**src/rtl/rv_pkg.sv**
```systemverilog
// Shared RISC-V load/store encodings and the LSU bus-handshake state type.
package rv_pkg;

  typedef enum logic [2:0] {
    F3_B  = 3'b000,
    F3_H  = 3'b001,
    F3_W  = 3'b010,
    F3_BU = 3'b100,
    F3_HU = 3'b101
  } funct3_t;

  typedef enum logic [1:0] {
    IDLE,
    REQ,
    WAIT,
    DONE
  } lsu_state_t;

endpackage

```
**src/rtl/lsu_align.sv**
```systemverilog
// Combinational lane steering: store byte enables/replication and load lane select/extension.
// The misaligned flag exists only when LSU_MISALIGN_TRAP_EN is defined.
module lsu_align
  import rv_pkg::*;
#(
  parameter int DATA_WIDTH = 32
) (
  input  logic [2:0]            st_funct3,
  input  logic [1:0]            st_offset,
  input  logic [DATA_WIDTH-1:0] st_data,
  output logic [3:0]            be,
  output logic [DATA_WIDTH-1:0] wdata,
`ifdef LSU_MISALIGN_TRAP_EN
  output logic                  misaligned,
`endif
  input  logic [2:0]            ld_funct3,
  input  logic [1:0]            ld_offset,
  input  logic [DATA_WIDTH-1:0] ld_rdata,
  output logic [DATA_WIDTH-1:0] rdata_ext
);

  logic [7:0]  byte_lane;
  logic [15:0] half_lane;

  always_comb begin
    be    = '1;
    wdata = st_data;
    case (st_funct3)
      F3_B, F3_BU: begin
        be = 4'b0001 << st_offset;
        for (int unsigned i = 0; i < DATA_WIDTH / 8; i++) wdata[i*8 +: 8] = st_data[7:0];
      end
      F3_H, F3_HU: begin
        be = 4'b0011 << {st_offset[1], 1'b0};
        for (int unsigned i = 0; i < DATA_WIDTH / 16; i++) wdata[i*16 +: 16] = st_data[15:0];
      end
      default: ;
    endcase
  end

`ifdef LSU_MISALIGN_TRAP_EN
  always_comb begin
    case (st_funct3)
      F3_B, F3_BU: misaligned = 1'b0;
      F3_H, F3_HU: misaligned = st_offset[0];
      default:     misaligned = |st_offset;
    endcase
  end
`endif

  always_comb begin
    byte_lane = 8'(ld_rdata >> {ld_offset, 3'b000});
    half_lane = 16'(ld_rdata >> {ld_offset[1], 4'b0000});
    case (ld_funct3)
      F3_B:    rdata_ext = {{(DATA_WIDTH-8){byte_lane[7]}}, byte_lane};
      F3_BU:   rdata_ext = {{(DATA_WIDTH-8){1'b0}}, byte_lane};
      F3_H:    rdata_ext = {{(DATA_WIDTH-16){half_lane[15]}}, half_lane};
      F3_HU:   rdata_ext = {{(DATA_WIDTH-16){1'b0}}, half_lane};
      default: rdata_ext = ld_rdata;
    endcase
  end

endmodule

```
**src/rtl/load_store_unit.sv**
```systemverilog
// MEM-stage load/store unit: stalls the pipeline while one bus transaction runs.
// Optional feature macro: LSU_MISALIGN_TRAP_EN (adds MisalignM, suppresses misaligned H/W accesses).
module load_store_unit
  import rv_pkg::*;
#(
  parameter int DATA_WIDTH = 32,
  parameter int ADDR_WIDTH = 32
) (
  input  logic                  clk,
  input  logic                  rst_n,
  input  logic                  MemReadM,
  input  logic                  MemWriteM,
  input  logic [2:0]            Funct3M,
  input  logic [ADDR_WIDTH-1:0] ALUResultM,
  input  logic [DATA_WIDTH-1:0] WriteDataM,
  output logic [DATA_WIDTH-1:0] ReadDataM,
  output logic                  StallM,
  output logic                  bus_req,
  output logic                  bus_we,
  output logic [ADDR_WIDTH-1:0] bus_addr,
  output logic [DATA_WIDTH-1:0] bus_wdata,
  output logic [3:0]            bus_be,
  input  logic                  bus_gnt,
  input  logic                  bus_rvalid,
  input  logic [DATA_WIDTH-1:0] bus_rdata
`ifdef LSU_MISALIGN_TRAP_EN
  ,
  output logic                  MisalignM
`endif
);

  lsu_state_t            state_q, state_d;
  logic [2:0]            funct3_q;
  logic [1:0]            offset_q;
  logic [DATA_WIDTH-1:0] read_q;
  logic [3:0]            be_next;
  logic [DATA_WIDTH-1:0] wdata_next;
  logic [DATA_WIDTH-1:0] rdata_ext;
  logic                  access;
  logic                  start;

  assign access = MemReadM | MemWriteM;

`ifdef LSU_MISALIGN_TRAP_EN
  logic misaligned;
  logic trap_q;
  assign start = (state_q == IDLE) & access & ~misaligned;
`else
  assign start = (state_q == IDLE) & access;
`endif

  lsu_align #(.DATA_WIDTH(DATA_WIDTH)) u_align (
    .st_funct3  (Funct3M),
    .st_offset  (ALUResultM[1:0]),
    .st_data    (WriteDataM),
    .be         (be_next),
    .wdata      (wdata_next),
`ifdef LSU_MISALIGN_TRAP_EN
    .misaligned (misaligned),
`endif
    .ld_funct3  (funct3_q),
    .ld_offset  (offset_q),
    .ld_rdata   (bus_rdata),
    .rdata_ext  (rdata_ext)
  );

  always_ff @(posedge clk or negedge rst_n) begin
    if (!rst_n) state_q <= IDLE;
    else        state_q <= state_d;
  end

  always_comb begin
    state_d = state_q;
    case (state_q)
      IDLE:    if (start) state_d = REQ;
      REQ:     if (bus_gnt) state_d = bus_we ? DONE : WAIT;
      WAIT:    if (bus_rvalid) state_d = DONE;
      DONE:    state_d = IDLE;
      default: state_d = IDLE;
    endcase
  end

  // A store presents zero only during its DONE cycle; read_q itself keeps the last load.
  always_comb begin
    bus_req   = (state_q == REQ);
    StallM    = start | (state_q == REQ) | (state_q == WAIT);
    ReadDataM = ((state_q == DONE) && bus_we) ? '0 : read_q;
  end

  always_ff @(posedge clk or negedge rst_n) begin
    if (!rst_n) begin
      bus_addr  <= '0;
      bus_we    <= 1'b0;
      bus_wdata <= '0;
      bus_be    <= '0;
      funct3_q  <= '0;
      offset_q  <= '0;
      read_q    <= '0;
    end else begin
      if (start) begin
        bus_addr  <= {ALUResultM[ADDR_WIDTH-1:2], 2'b00};
        bus_we    <= MemWriteM;
        bus_wdata <= wdata_next;
        bus_be    <= be_next;
        funct3_q  <= Funct3M;
        offset_q  <= ALUResultM[1:0];
      end
      if ((state_q == WAIT) && bus_rvalid) read_q <= rdata_ext;
    end
  end

`ifdef LSU_MISALIGN_TRAP_EN
  // trap_q limits the pulse to one cycle while the faulting access is still presented.
  always_ff @(posedge clk or negedge rst_n) begin
    if (!rst_n)      trap_q <= 1'b0;
    else if (!access) trap_q <= 1'b0;
    else if (MisalignM) trap_q <= 1'b1;
  end

  always_comb MisalignM = (state_q == IDLE) & access & misaligned & ~trap_q;
`endif

endmodule

```
**config.mk**
```make
export PLATFORM = sky130hd
export DESIGN_NAME = load_store_unit
export DESIGN_NICKNAME = d
export VERILOG_FILES = /design/src/rtl/rv_pkg.sv /design/src/rtl/lsu_align.sv /design/src/rtl/load_store_unit.sv
export SDC_FILE = /design/constraint.sdc
export NUM_CORES = 1
export LEC_CHECK = 0
export CORE_ASPECT_RATIO = 0.6
export CORE_UTILIZATION = 25
export CTS_CLUSTER_DIAMETER = 100
export DETAILED_ROUTE_END_ITERATION = 12
export MAX_ROUTING_LAYER = met4
export PLACE_DENSITY = 0.53
export SETUP_SLACK_MARGIN = 0.4
export SYNTH_ARGS = -nofsm -noshare
export SYNTH_HDL_FRONTEND = slang
export SYNTH_SLANG_ARGS = --single-unit
```
**constraint.sdc**
```tcl
create_clock -name clk -period 2.5 [get_ports clk]
set_input_delay 0.375 -clock clk [delete_from_list [all_inputs] [get_ports clk]]
set_output_delay 0.375 -clock clk [all_outputs]
set_load 0.02 [all_outputs]
```
---- Yosys cells after proc, flatten, opt, wreduce, memory -nomap -nowiden ----
Index checks and enable logic that the tools add are counted.
word-level totals
  bits of input ports ..................... 105
  flip-flop bits (word level) ............. 106
  logic and storage cells ................. 45
  output and inout bits ................... 103
operators by class
  shifts and indexed selects .............. 4
  equality and inequality tests ........... 12
  reductions and logical operators ........ 8
  mux-type cells .......................... 9
  bitwise logic cells ..................... 4
operator list
  kind                                                   number
  one-hot mux 32 bit (4 select lines)                    1
  one-hot mux 32 bit (2 select lines)                    1
  two-way mux 32 bit                                     1
  >> shifter 32 x 5 -> 16 bit                            1
  >> shifter 32 x 5 -> 8 bit                             1
  == test 3 bit, second input constant                   4
  one-hot mux 2 bit (4 select lines)                     1
  one-hot mux 4 bit (2 select lines)                     1
  == test 3 x 1 -> 1 bit, second input constant          2
  zero test 3 bit                                        2
  two-way mux 2 bit                                      3
  == test 2 bit, second input constant                   2
  inequality test 2 bit, second input constant           2
  OR reduction 2 bit                                     2
  left shift 1 x 2 -> 4 bit, first input constant        1
  left shift 2 x 2 -> 4 bit, first input constant        1
  OR 1 bit                                               3
  AND reduction 3 bit                                    1
  == test 2 x 1 -> 1 bit, second input constant          1
  logical AND 1 bit                                      2
  zero test 2 bit                                        1
  inequality test 2 x 1 -> 1 bit, second input constant  1
  bitwise AND 1 bit                                      1
  two-way mux 1 bit                                      1

---- Logic depth before layout (Yosys ltp) ----
  depth in word-level cells ............... 4
  depth in mapped cells ................... 8
  depth with buffers taken out ............ 6

---- Hierarchy ----
A second synthesis with hierarchy kept.
second synthesis, totals
  cells, all modules ...................... 463
  area total of the unflattened synthesis .. 5,521.5 µm²
by module, submodules not included
  module           area each (µm²)  cells each  sequential area each (µm²)  instances
  load_store_unit  4,305.4          280         2,652.5                     1
  lsu_align        1,216.2          183         0.0                         1

---- Least setup slack after synthesis ----
Ideal clock, no wire load.
  path type ............................... reg-to-output
  start ................................... register state_q[0]
  end ..................................... output StallM
  stages on the path, launching flop included .. 7
  required time ........................... 2.125 ns
  arrival time ............................ 1.336 ns
  path slack .............................. 0.789 ns
  path buffers ............................ 2
  path through ............................ dfrtp_1 -> inv_1 -> ha_1 -> o21ai_1 -> buf_2 -> buf_2 -> nand2_1
on the way
  cells in the longest elaborated chain, start to end .. 4
  elaborated cells between the ends (all ways) .. 6
  those cells by class .................... eq/ne (2); bitwise (3); reduce/logical (1)
ends and longest elaborated chain
  what                    line                   source
  start, declared         load_store_unit.sv:32  lsu_state_t state_q, state_d;
  start signal, assigned  load_store_unit.sv:69  else state_q <= state_d;
  zero test 2 bit         load_store_unit.sv:49  assign start = (state_q == IDLE) & access;
  bitwise AND 1 bit       load_store_unit.sv:49
  OR 1 bit                load_store_unit.sv:86  StallM = start | (state_q == REQ) | (state_q == WAIT);
  OR 1 bit *              load_store_unit.sv:86
  end, declared           load_store_unit.sv:17  output logic StallM,
Every way passes the cells marked *; elsewhere a longest branch is shown, timed or not.

---- Worst setup path in the final report ----
  start ................................... register state_q[0]
  end ..................................... output ReadDataM[31]
on the way
  cells in the longest elaborated chain, start to end .. 3
ends and longest elaborated chain
  what                line                   source
  == test 2 bit       load_store_unit.sv:87  ReadDataM = ((state_q == DONE) && bus_we) ? '0 : read_q;
  logical AND 1 bit   load_store_unit.sv:87
  two-way mux 32 bit  load_store_unit.sv:87
  end, declared       load_store_unit.sv:16  output logic [DATA_WIDTH-1:0] ReadDataM,
Every way passes these cells.

==> metrics.cfg <==
[synth]
post_synth.cell_area_avg_um2 = 10.6
synth.cells.most_frequent = dfrtp_1, mux2_2, a21oi_1
synth.yosys.seq_area_share = 0.514
synth.distinct_cells = 42
yosys-top-cells-area = dfrtp_1, mux2_2, mux2i_1
yosys_warnings = 0
synth_flop_cell = dfrtp_1
post-synth-top-area-cell = dfrtp_1
ys_async_sr_fraction = 1.00
postSynthRegisterBits = 106
postSynthCellCount = 486
post-synth-top-count-cell = dfrtp_1
synth_area_mm2 = 0.00516
synth_enable_flop_cells = 0
post-synth-top-area-fraction = 0.514

[worst_setup_path]
worstReg2RegStart = state_q[0]
timing.critical_path.to_type = output port
critPathMaxStageDelay_ns = 0.40
worst_ep_required_time_ns = 2.12
critPathTopFamily = buffers and inverters
critPathSlowestCell = dfrtp_1
critical_path_peak_fanout = 32
r2r_slack_ns = 0.65
r2r_depth = 7
cp_cell_sequence = ha_1, nand2_1, buf_12, and2_1, clkdlybuf4s15_2
timing_worst_setup_path_type = reg -> out
crit_path_start_kind = flip-flop
worst-endpoint-arrival_ns = 1.66
timing.rr.end = read_q[1]
critical_path.n_buffers_inverters = 2

[timing]
fin_hold_ws_ns = 0.0404
rsz0062_at_grt = true
final-setup-viol-count = 0
final.setup.tns_ns = 0
timing.final.crit_period_ns = 2.04
fraction_of_the_cycle_the_final_worst_path_needs = 0.814
report.final.slew_viol_count = 0
finalClockSkew_ns = 0.0116
worst_pin_slew_ns = 0.696
hold_viol_final = 0
worst_slew_margin_rel = 0.536
maxClockFrequency_mhz = 491

[global_route]
grt_first_pass_wirelength_mm = 24.1
via_count_of_the_first_global_routing_pass = 4402
grt_max_degree = 107
gr-total-overflow = 0
initial_antenna_violation_count = 0
globalRouteTotalUtil = 0.149

[run]
max_cap_violations = 0

[die]
die_area_mm2 = 0.0212
num_io_pins = 208
coreArea_mm2 = 0.0201
dieHeight_um = 113
num_rows = 40
fp.dieW_um = 188
starting_density_of_the_core = 0.257

[drt]
vias_per_std_cell = 4.36
drt-initial-drc-count = 164
detail_route.wl_per_cell_um = 15.7
remaining_antenna_violation_count = 0
detailedRoute.firstPassIterationCount = 4
drc_violations = 0
routed_wirelength_mm = 15.0
dr_total_vias = 4166

[placement]
io_buffers = 205
gp_routability_congestion = 0.818
post_dp_cell_area_mm2 = 0.00749
dp.cells = 940
dp_hpwl_mm = 11.1

[clock_tree]
ctsRootBufferMaster = clkbuf_16
cts_max_level = 3
cts_tree = built
cts-hold-fix-buffers = 0
cts-root-to-sink-buffers = 2
worst_skew_pair.late_latency_ns = 0.35
numCtsBuffers = 9
clkTransAtPathRegs_ns = 0.07
clock_sinks = 106

[power]
vdd.ir_drop.worst_mv = 0.579
cellPowerDensity_mw_per_mm2 = 1300
leakagePower_nw = 3.22

[final_layout]
final_cell_count_no_fill = 956
nets = 788
synth_to_layout_area_growth_pct = 49.5
antenna_cells = 0
finalInstanceArea_mm2 = 0.00772
share_of_layout_cells_above_drive_strength_1 = 0.189

[worst_hold_path]
hold_crit_class = in -> async

[run_status]
status = finished, final reports clean

sequential cells by signal, summed over array words and instances (netlist names):
register / count
bus_wdata: 32
state_q: 2
bus_addr: 30
read_q: 32
offset_q: 2
funct3_q: 3
bus_we: 1
bus_be: 4
where the power goes:
| part | leakage [nW] | switching, W | internal, W |
|---|---|---|---|
| clock | 0.152 | 0.000630 | 0.000862 |
| sequential | 1.26 | 0.000611 | 0.00258 |
| combinational | 1.81 | 0.00282 | 0.00253 |
| total | 3.22 | 0.00406 | 0.00597 |
placed cells by master (no fill, tap or decap), drive strengths merged, types with 2 or more instances in the layout:
cell           synthesis  final
nor2                  34     34
mux2i                 26     26
clkbuf                16     31
clkdlybuf4s50          0    170
inv                    6      6
ha                     5      5
a21oi                 57     57
conb                   1      2
nand2                 46     46
nand3b                13     13
mux2                  52     52
buf                   19     16
o21ai                 46     46
clkdlybuf4s15          0     10
o22ai                  5      5
dfrtp                106    106
nand3                  2      2
o32ai                  2      2
a31o                   2      2
and2                  34     34
a211oi                 2      2
layer usage:
metal | vias to the layer above | global-route usage | routed length (um)
li1 | 2062 | - | -
met1 | 1960 | 0.205 | 7390
met2 | 133 | 0.215 | 6310
met3 | 11 | 0.0484 | 1190
met4 | 0 | 0.0276 | 97
met5 | - | - | 0
timing repair:
action	in CTS	in global routing
buffers inserted	0	0
endpoints found under the setup margin	34	33
resized for setup	82	28
endpoints found under the hold margin	0	0
worst max-delay path by stage:
stage / start / end / slack [ns] / depth (start not counted)
finish: state_q[0] / ReadDataM[31] / 0.46 / 5
detailed placement: MemWriteM / StallM / 0.33 / 4
global placement: MemWriteM / StallM / 0.34 / 4
CTS: state_q[0] / ReadDataM[24] / 0.34 / 5
global route: state_q[0] / ReadDataM[31] / 0.38 / 5
floorplan: state_q[0] / StallM / 0.79 / 6
cells by family (layout without fill, tap and decap cells):
family	count (synthesis)	after routing	share of synthesized area
flip-flops	106	106	0.514
AO/OA/AOI/OAI	121	121	0.138
buffers and inverters	41	237	0.0414
other	1	2	0.000726
adder cells (fa/ha/maj)	5	5	0.0121
AND/OR/NAND/NOR	134	134	0.129
multiplexers	78	78	0.165
layout make-up:
| cell class | count | area [um^2] |
|---|---|---|
| Clock buffer | 13 | 270 |
| Fill cell | 2049 | 12400 |
| Sequential cell | 106 | 2650 |
| Tap cell | 273 | 342 |
| Clock inverter | 3 | 46.3 |
| Multi-Input combinational cell | 340 | 2310 |
| Timing Repair Buffer | 215 | 2070 |
| Inverter | 6 | 22.5 |
stage by stage:
step / setup WS [ns] / total power [W] / utilization
after global routing: 0.379 / 0.0107 / 0.384
final: 0.464 / 0.0100 / 0.384
after detailed placement: 0.331 / 0.00886 / 0.372
after floorplan: 0.789 / 0.00629 / -
after CTS: 0.336 / 0.0103 / 0.389
after global placement: 0.344 / 0.00874 / 0.372
No activity file was read; power rests on OpenSTA's default activity.
